==> config.mk <==
export PLATFORM = sky130hd
export DESIGN_NAME = otp_pad_engine
export DESIGN_NICKNAME = d
export VERILOG_FILES = /design/src/rtl/otp_pad_engine.sv
export SDC_FILE = /design/constraint.sdc
export NUM_CORES = 1
export LEC_CHECK = 0
export ABC_AREA = 1
export BUFFER_PORTS_ARGS = -buffer_cell sky130_fd_sc_hd__buf_2
export CAP_MARGIN = 20
export CORE_MARGIN = 4
export CORE_UTILIZATION = 64
export CTS_BUF_LIST = sky130_fd_sc_hd__clkbuf_16
export CTS_CLUSTER_DIAMETER = 60
export DETAILED_ROUTE_END_ITERATION = 12
export PLACE_DENSITY_LB_ADDON = 0.1
export SLEW_MARGIN = 10
export SYNTH_ARGS = -nofsm -noshare
export SYNTH_HDL_FRONTEND = slang
export SYNTH_SLANG_ARGS = --single-unit
==> constraint.sdc <==
create_clock -name clk -period 4.7 [get_ports clk]
set_clock_uncertainty 0.2 [all_clocks]
set_input_delay 0.235 -clock clk [delete_from_list [all_inputs] [get_ports clk]]
set_output_delay 0.235 -clock clk [all_outputs]
set_load 0.005 [all_outputs]
==> src/rtl/otp_pad_engine.sv <==
// otp_pad_engine: one-time-pad cipher engine with LFSR pads, slot store and valid/ready streaming
module otp_pad_engine #(
    parameter int DATA_W = 8,
    parameter int PAD_DEPTH = 8,
    parameter logic [DATA_W-1:0] LFSR_TAPS = 8'hB8,
    parameter logic [DATA_W-1:0] LFSR_SEED = 8'h01,
    localparam int IDX_W = $clog2(PAD_DEPTH)
) (
    input  logic              clk,
    input  logic              reset,
    input  logic              en,
    input  logic              in_valid,
    output logic              in_ready,
    input  logic              in_mode,
    input  logic [IDX_W-1:0]  in_idx,
    input  logic [DATA_W-1:0] in_data,
    output logic              out_valid,
    input  logic              out_ready,
    output logic [DATA_W-1:0] out_data,
    output logic [IDX_W-1:0]  out_idx,
    output logic              out_err,
    output logic [IDX_W:0]    pad_count,
    output logic              pad_full
);
    typedef enum logic {EMPTY, FULL} state_t;
    state_t state, state_nx;
    logic [DATA_W-1:0] lfsr, lfsr_step;
    logic [DATA_W-1:0] pad_mem [PAD_DEPTH];
    logic [PAD_DEPTH-1:0] slot_valid;
    logic [IDX_W-1:0] wr_ptr;
    logic accept, enc_ok, dec_ok;
    assign out_valid = state == FULL;
    assign in_ready = en & (~out_valid | out_ready);
    assign accept = in_valid & in_ready;
    assign enc_ok = accept & ~in_mode & ~slot_valid[wr_ptr];
    assign dec_ok = accept & in_mode & slot_valid[in_idx];
    assign lfsr_step = (lfsr >> 1) ^ (lfsr[0] ? LFSR_TAPS : '0);
    assign pad_full = slot_valid[wr_ptr];
    // output register holds a result from accept until it is consumed without a replacement
    always_comb begin
        state_nx = state;
        if (accept) state_nx = FULL;
        else if (out_ready) state_nx = EMPTY;
    end
    // state register; draining via out_ready works even while en is low
    always_ff @(posedge clk or posedge reset) begin
        if (reset) state <= EMPTY;
        else state <= state_nx;
    end
    // Galois LFSR advances on every enabled cycle, reseeding if it ever hits zero
    always_ff @(posedge clk or posedge reset) begin
        if (reset) lfsr <= LFSR_SEED;
        else if (en) lfsr <= (lfsr_step == '0) ? LFSR_SEED : lfsr_step;
    end
    // pad RAM has no reset; only the valid bits define occupancy
    always_ff @(posedge clk) begin
        if (enc_ok) pad_mem[wr_ptr] <= lfsr;
    end
    // slot occupancy, write pointer and occupied-slot count
    always_ff @(posedge clk or posedge reset) begin
        if (reset) begin
            slot_valid <= '0;
            wr_ptr <= '0;
            pad_count <= '0;
        end else if (enc_ok) begin
            slot_valid[wr_ptr] <= 1'b1;
            wr_ptr <= wr_ptr + IDX_W'(1);
            pad_count <= pad_count + (IDX_W+1)'(1);
        end else if (dec_ok) begin
            slot_valid[in_idx] <= 1'b0;
            pad_count <= pad_count - (IDX_W+1)'(1);
        end
    end
    // result fields load only on accept so they stay stable while stalled
    always_ff @(posedge clk or posedge reset) begin
        if (reset) begin
            out_data <= '0;
            out_idx <= '0;
            out_err <= 1'b0;
        end else if (accept) begin
            out_idx <= in_mode ? in_idx : wr_ptr;
            out_err <= in_mode ? ~slot_valid[in_idx] : slot_valid[wr_ptr];
            out_data <= in_mode ? (slot_valid[in_idx] ? in_data ^ pad_mem[in_idx] : '0)
                                : (slot_valid[wr_ptr] ? '0 : in_data ^ lfsr);
        end
    end
endmodule

==> Yosys cells after proc, flatten, opt, wreduce, memory -nomap -nowiden <==
Memories as Yosys holds them, arrays and structs flattened.
Index checks and enable logic that the tools add are counted.
{ "op_classes": {"bitwise_logic": 17, "magnitude_cmp": 4, "n_mux": 23, "add_sub_neg": 3, "reduce_logical": 5} }
{ "ops": {"columns": ["op", "n"], "rows": [
  ["$mux 8", 7],
  ["$xor 8x8->8", 2],
  ["$mux 1", 9],
  ["$and 8x8->8", 1],
  ["$logic_not 8->1", 1],
  ["$lt 3x4->1 const B", 2],
  ["$mux 4", 2],
  ["$not 8->8", 1],
  ["$or 8x8->8", 1],
  ["$xor 7x8->8", 1],
  ["$and 1x1->1", 6],
  ["$bmux 1 s3", 2],
  ["$demux 1 s3", 2],
  ["$ge 3x1->1 const B", 2],
  ["$add 4x1->4 const B", 1],
  ["$not 1->1", 4],
  ["$reduce_bool 2->1", 2],
  ["$sub 4x1->4 const B", 1],
  ["$add 3x1->3 const B", 1],
  ["$mux 3", 1],
  ["$logic_and 1x1->1", 2],
  ["$or 1x1->1", 1]
]} }
{ "totals": {"word_cells": 61, "inputBits": 17, "mem_bits_rw": 64, "memories": 1, "ff_bits": 36, "output_inout_bits": 19} }
{ "mem_list": {"columns": ["name", "depth", "word_bits", "read_ports", "rd_ports_with_merged_regs", "wr", "line", "rtl"], "rows": [
  ["pad_mem", 8, 8, 1, 0, 1, "28", "logic [DATA_W-1:0] pad_mem [PAD_DEPTH];"]
]} }

==> Logic depth before layout (Yosys ltp) <==
{ "depth": {"depth_word": 8, "ltp_mapped": 16, "depth_no_buf": 15} }

==> Worst setup path after synthesis <==
No wires, ideal clock.
{ "synth_path": {"path_type": "register -> register", "startpoint": "register wr_ptr[0]", "endpoint": "register pad_count[3]", "arrival_time_ns": 1.894, "slack_ns": 2.489, "stages_incl_launch_ff": 15, "synth_period_minus_slack_ns": 2.211, "setup_ns": 0.116, "n_path_buf": 1, "required_ns": 4.384, "path_cell_list": "dfrtp_1 > inv_2 > nand2_1 > nand3_1 > nand2_1 > nor2_4 > nand2_4 > buf_6 > ha_1 > nand2_1 > nand3b_1 > nand3_1 > nand2_1 > nand2_1 > nand2_1"} }
{ "synth_via": {"elab_chain_len": 5, "word_cells_on_any_way": 6, "classes_between": "mux (3); bitwise (2); reduce/logical (1)"} }
{ "synth_rtl": {"columns": ["element", "line", "rtl"], "rows": [
  ["start: declaration", "30", "logic [IDX_W-1:0] wr_ptr;"],
  ["start signal: assignment", "67", "wr_ptr <= wr_ptr + IDX_W'(1);"],
  ["$bmux 1 s3 *", "35", "assign enc_ok = accept & ~in_mode & ~slot_valid[wr_ptr];"],
  ["$mux 1 (implied by the code) *", "35", null],
  ["$not 1->1 *", "35", null],
  ["$and 1x1->1 *", "35", null],
  ["$mux 4 or $reduce_bool 2->1 (tied branches)", null, null],
  ["end signal: assignment", "68", "pad_count <= pad_count + (IDX_W+1)'(1);"],
  ["end signal: assignment", "71", "pad_count <= pad_count - (IDX_W+1)'(1);"],
  ["end: declaration", "22", "output logic [IDX_W:0] pad_count,"]
]} }
Mark *: on every way between the ends. The rest lies on a longest branch, timed or not. The select of a mux whose other input is x is not followed.
A chain may end at the register's enable or synchronous reset.

==> Worst setup path in the final report <==
{ "layout_path": {"startpoint": "input port en", "endpoint": "memory pad_mem[4][6] (enable)"} }
{ "layout_via": {"elab_chain_len": 6} }
{ "layout_rtl": {"columns": ["element", "line", "rtl"], "rows": [
  ["start: declaration", "11", "input logic en,"],
  ["$and 1x1->1", "33", "assign in_ready = en & (~out_valid | out_ready);"],
  ["$and 1x1->1", "34", "assign accept = in_valid & in_ready;"],
  ["$and 1x1->1 (2 in series)", "35", null],
  ["$mux 1", "57", "if (enc_ok) pad_mem[wr_ptr] <= lfsr;"],
  ["$mux 1 (implied by the code)", "57", null],
  ["end: declaration", "28", null]
]} }
No other way between the ends.

==> impl_summary.txt <==
----------------------------------------------------
[Run status]
  Status ... finished clean

[Setup path]
  Depth of the worst register-to-register path ... 9
  WS Path Type ... in -> reg
  Setup slack on the worst flop-to-flop path ... 2.24 ns
  Highest net fanout along the worst path ... 15
  Origin of the critical flop-to-flop path ... out_valid
  Family with the most delay on the worst path ... simple AND/OR/NAND/NOR gates
  First element of the critical path ... en
  Critical Path AT ... 2.47 ns
  End of the critical path ... pad_mem[4][6]
  Ordered cell list for the critical path ... dlygate4sd3_1 > buf_2 > inv_2 > nor2_2 > nand2_2 > nor2_4 > nand2_4 > inv_4 > nand2_4 > nor2_2
  Bufs and invs on worst path ... 4
  Capturing element type of the critical path ... flop
  Slowest-stage cell, CP ... dlygate4sd3_1
  Path length in cells of the critical path ... 10
  Stage delay of the slowest cell on the critical path ... 0.52 ns
  Critical Path Source Type ... primary input
  Endpoint of the lowest-slack register-to-register path ... pad_mem[4][6]
  Endpoint required time on the critical path ... 4.48 ns

[Clocking]
  Deepest clock path buffer count ... 2
  CTS tree ... done
  Deepest level of the CTS H-tree ... 3
  TritonCTS sink count ... 100
  Post-cts resize count ... 0
  Clock transition at the register clock pins on the worst setup and hold paths after CTS ... 0.07 ns
  Insertion delay of the later-clocked pin in the worst-skew pair ... 0.34 ns
  Setup Buffers After CTS ... 0
  Clock tree root driver cell ... clkbuf_16
  Clock buffer count from CTS ... 9
  Number of hold buffers added after CTS ... 5

[GRT]
  Largest net degree at the start of global routing ... 37
  Total global routing track utilization ... 0.243
  Remaining global-route overflow ... 0
  Antenna violations before repair ... 0
  Number of global-route vias before repair ... 2952
  Global-route wire length before repair ... 15.3 mm

[Route]
  Router iterations before antenna repair ... 5
  Number of nets still failing antenna checks after routing ... 0
  Total wire length after detailed routing ... 9.57 mm
  Vias per cell ... 5.71
  Iter 0 DRT Violations ... 272
  Via count ... 3106
  Final routed wire length divided by cell count ... 17.6 µm
  Number of remaining DRC errors ... 0

[Die]
  Die boundary width ... 91.3 µm
  Core Region ... 6760 µm²
  Die Footprint ... 8330 µm²
  Row count ... 30
  Initial Util ... 0.656
  I/O Pins ... 36
  Die Height ... 91.3 µm

[Power]
  Power per Cell Area ... 534 nW/µm²
  Tot Pwr ... 2.68 mW
  Leakage power total ... 2.21 nW
  Worst IR drop on VDD ... 0.000393 V

[Min path]
  Min-delay worst type ... in -> reg
  Hold Path Depth ... 3

[Cells and area]
  Count of fill cells added during filler insertion ... 462
  Nets@finish ... 479
  P&R area growth vs syn ... 13.2%
  Antenna fix cells ... 0
  Most common library cell in the layout ignoring fill and taps ... nand2_1
  Layout cell share with drive strength beyond 1 ... 0.159
  End-of-flow core utilization ... 0.743
  Post-route cell area ... 5020 µm²
  Post-route insts no fill ... 544
  Highest-count cells in the layout ignoring fill and taps ... nand2_1, edfxtp_1, inv_1

[STA]
  Final setup TNS ... 0 ns
  Final max-slew violation count ... 0
  Period utilisation layout ... 0.573
  Final Hold Violating Endpoints ... 0
  PnR worst setup slack ... 2.01 ns
  Remaining max-slew budget at the tightest pin ... 0.622
  Final Hold Slack ... 0.00641 ns
  RSZ-0062 raised after global routing ... no
  Worst-margin pin slew ... 0.566 ns
  Highest clock rate ... 371 MHz
  Final setup vio count ... 0
  Min Tclk post-route ... 2.69 ns

[Placed design]
  Cell area after placement ... 4690 µm²
  # port buffers ... 35
  Worst-case setup slack after placement ... 2.19 ns
  Final weighted congestion in routability-driven placement ... 0.963
  Total half-perimeter wirelength after legalization and detailed placement ... 6.76 mm
  Cell Count Post-Placement ... 523

[Synthesis]
  Area of the mapped netlist ... 4440 µm²
  Syn Area/Cell ... 10.7 µm²
  Prevailing post-synth register cell ... edfxtp_1
  Proportion of register bits with asynchronous set or reset after synthesis ... 0.360
  Flops & latches, synth ... 100
  EDFF count, synth ... 64
  YS warnings ... 0
  Sequential element share of the synthesized area ... 0.637
  Post-Synthesis Cells ... 413
  Number of distinct library cells after synthesis ... 35
  Synthesized Nets ... 433

[Run]
  # Max-Cap Violations ... 0

----------------------------------------------------
==> tightest hold or removal path, stage by stage <==
cell	delay (ns)
buf_2	0.10
xnor2_1	0.11
o21bai_1	0.05
==> per-layer routing <==
layer | up-vias | routed length, µm | global-route usage
met1 | 1478 | 4310 | 0.343
met4 | 0 | 144 | 0.0666
met5 | - | 0 | 0
li1 | 1484 | - | -
met3 | 14 | 721 | 0.0514
met2 | 130 | 4390 | 0.387
==> cells by family (layout without fill, tap and decap cells) <==
group,after synthesis,count (layout),synth area share
DFF,100,100,0.637
AOI/OAI and AO/OA,62,62,0.0889
xor gates and xnor gates,20,20,0.0395
buffers and inverters,67,118,0.0595
adders and majority gates,3,3,0.00846
and+or+nand+nor,161,161,0.167
==> cell type report <==
cell class / count / area [µm²] / area share
Timing Repair Buffer: 41 / 233 / 0.0464
Sequential cell: 100 / 2820 / 0.563
Clock buffer: 9 / 225 / 0.0449
Inverter: 61 / 231 / 0.0461
Clock inverter: 7 / 58.8 / 0.0117
Multi-Input combinational cell: 246 / 1350 / 0.268
Tap cell: 80 / 100 / 0.0199
==> cells in the mapped netlist, types with 2 or more instances <==
| master | count | area share |
|---|---|---|
| a211oi_1 | 2 | 0.0034 |
| xor2_1 | 6 | 0.012 |
| o221ai_1 | 3 | 0.0059 |
| nor2_4 | 2 | 0.0051 |
| o21bai_1 | 6 | 0.010 |
| nand3_1 | 16 | 0.018 |
| nor2_2 | 9 | 0.013 |
| nand2_2 | 2 | 0.0028 |
| dfrtp_1 | 35 | 0.20 |
| a21oi_1 | 6 | 0.0068 |
| edfxtp_1 | 64 | 0.43 |
| a22oi_1 | 8 | 0.014 |
| clkbuf_1 | 3 | 0.0025 |
| nand2_4 | 4 | 0.010 |
| xnor2_1 | 14 | 0.028 |
| nand4_1 | 4 | 0.0056 |
| buf_2 | 2 | 0.0023 |
| o22ai_1 | 11 | 0.016 |
| nand3b_1 | 7 | 0.012 |
| nor2_1 | 13 | 0.011 |
| o211ai_1 | 2 | 0.0034 |
| o21ai_0 | 19 | 0.021 |
| o2bb2ai_1 | 2 | 0.0039 |
| inv_2 | 2 | 0.0017 |
| nand2_1 | 102 | 0.086 |
| ha_1 | 3 | 0.0085 |
| inv_1 | 58 | 0.049 |
==> state kept, by name (all words and copies together) (netlist names) <==
| signal | flops |
|---|---|
| lfsr | 8 |
| out_data | 8 |
| out_err | 1 |
| out_idx | 3 |
| out_valid | 1 |
| pad_count | 4 |
| pad_mem | 64 |
| slot_valid | 8 |
| wr_ptr | 3 |
==> worst min path at each step <==
stage	from	endpoint	slack, ns
2_1_floorplan	out_ready	out_valid	0.14
3_5_place_dp	reset	pad_count[0]	0.18
4_1_cts	in_data[5]	out_data[5]	0.003
6_report	in_data[5]	out_data[5]	0.006
5_1_grt	in_data[7]	out_data[7]	0.01
3_3_place_gp	reset	out_err	0.17
==> power by group <==
group / switching (mW) / internal, mW
Clock: 0.331 / 0.367
Sequential: 0.204 / 1.16
Combinational: 0.359 / 0.263
Total: 0.894 / 1.79
Power figures use the tool's default switching activity.
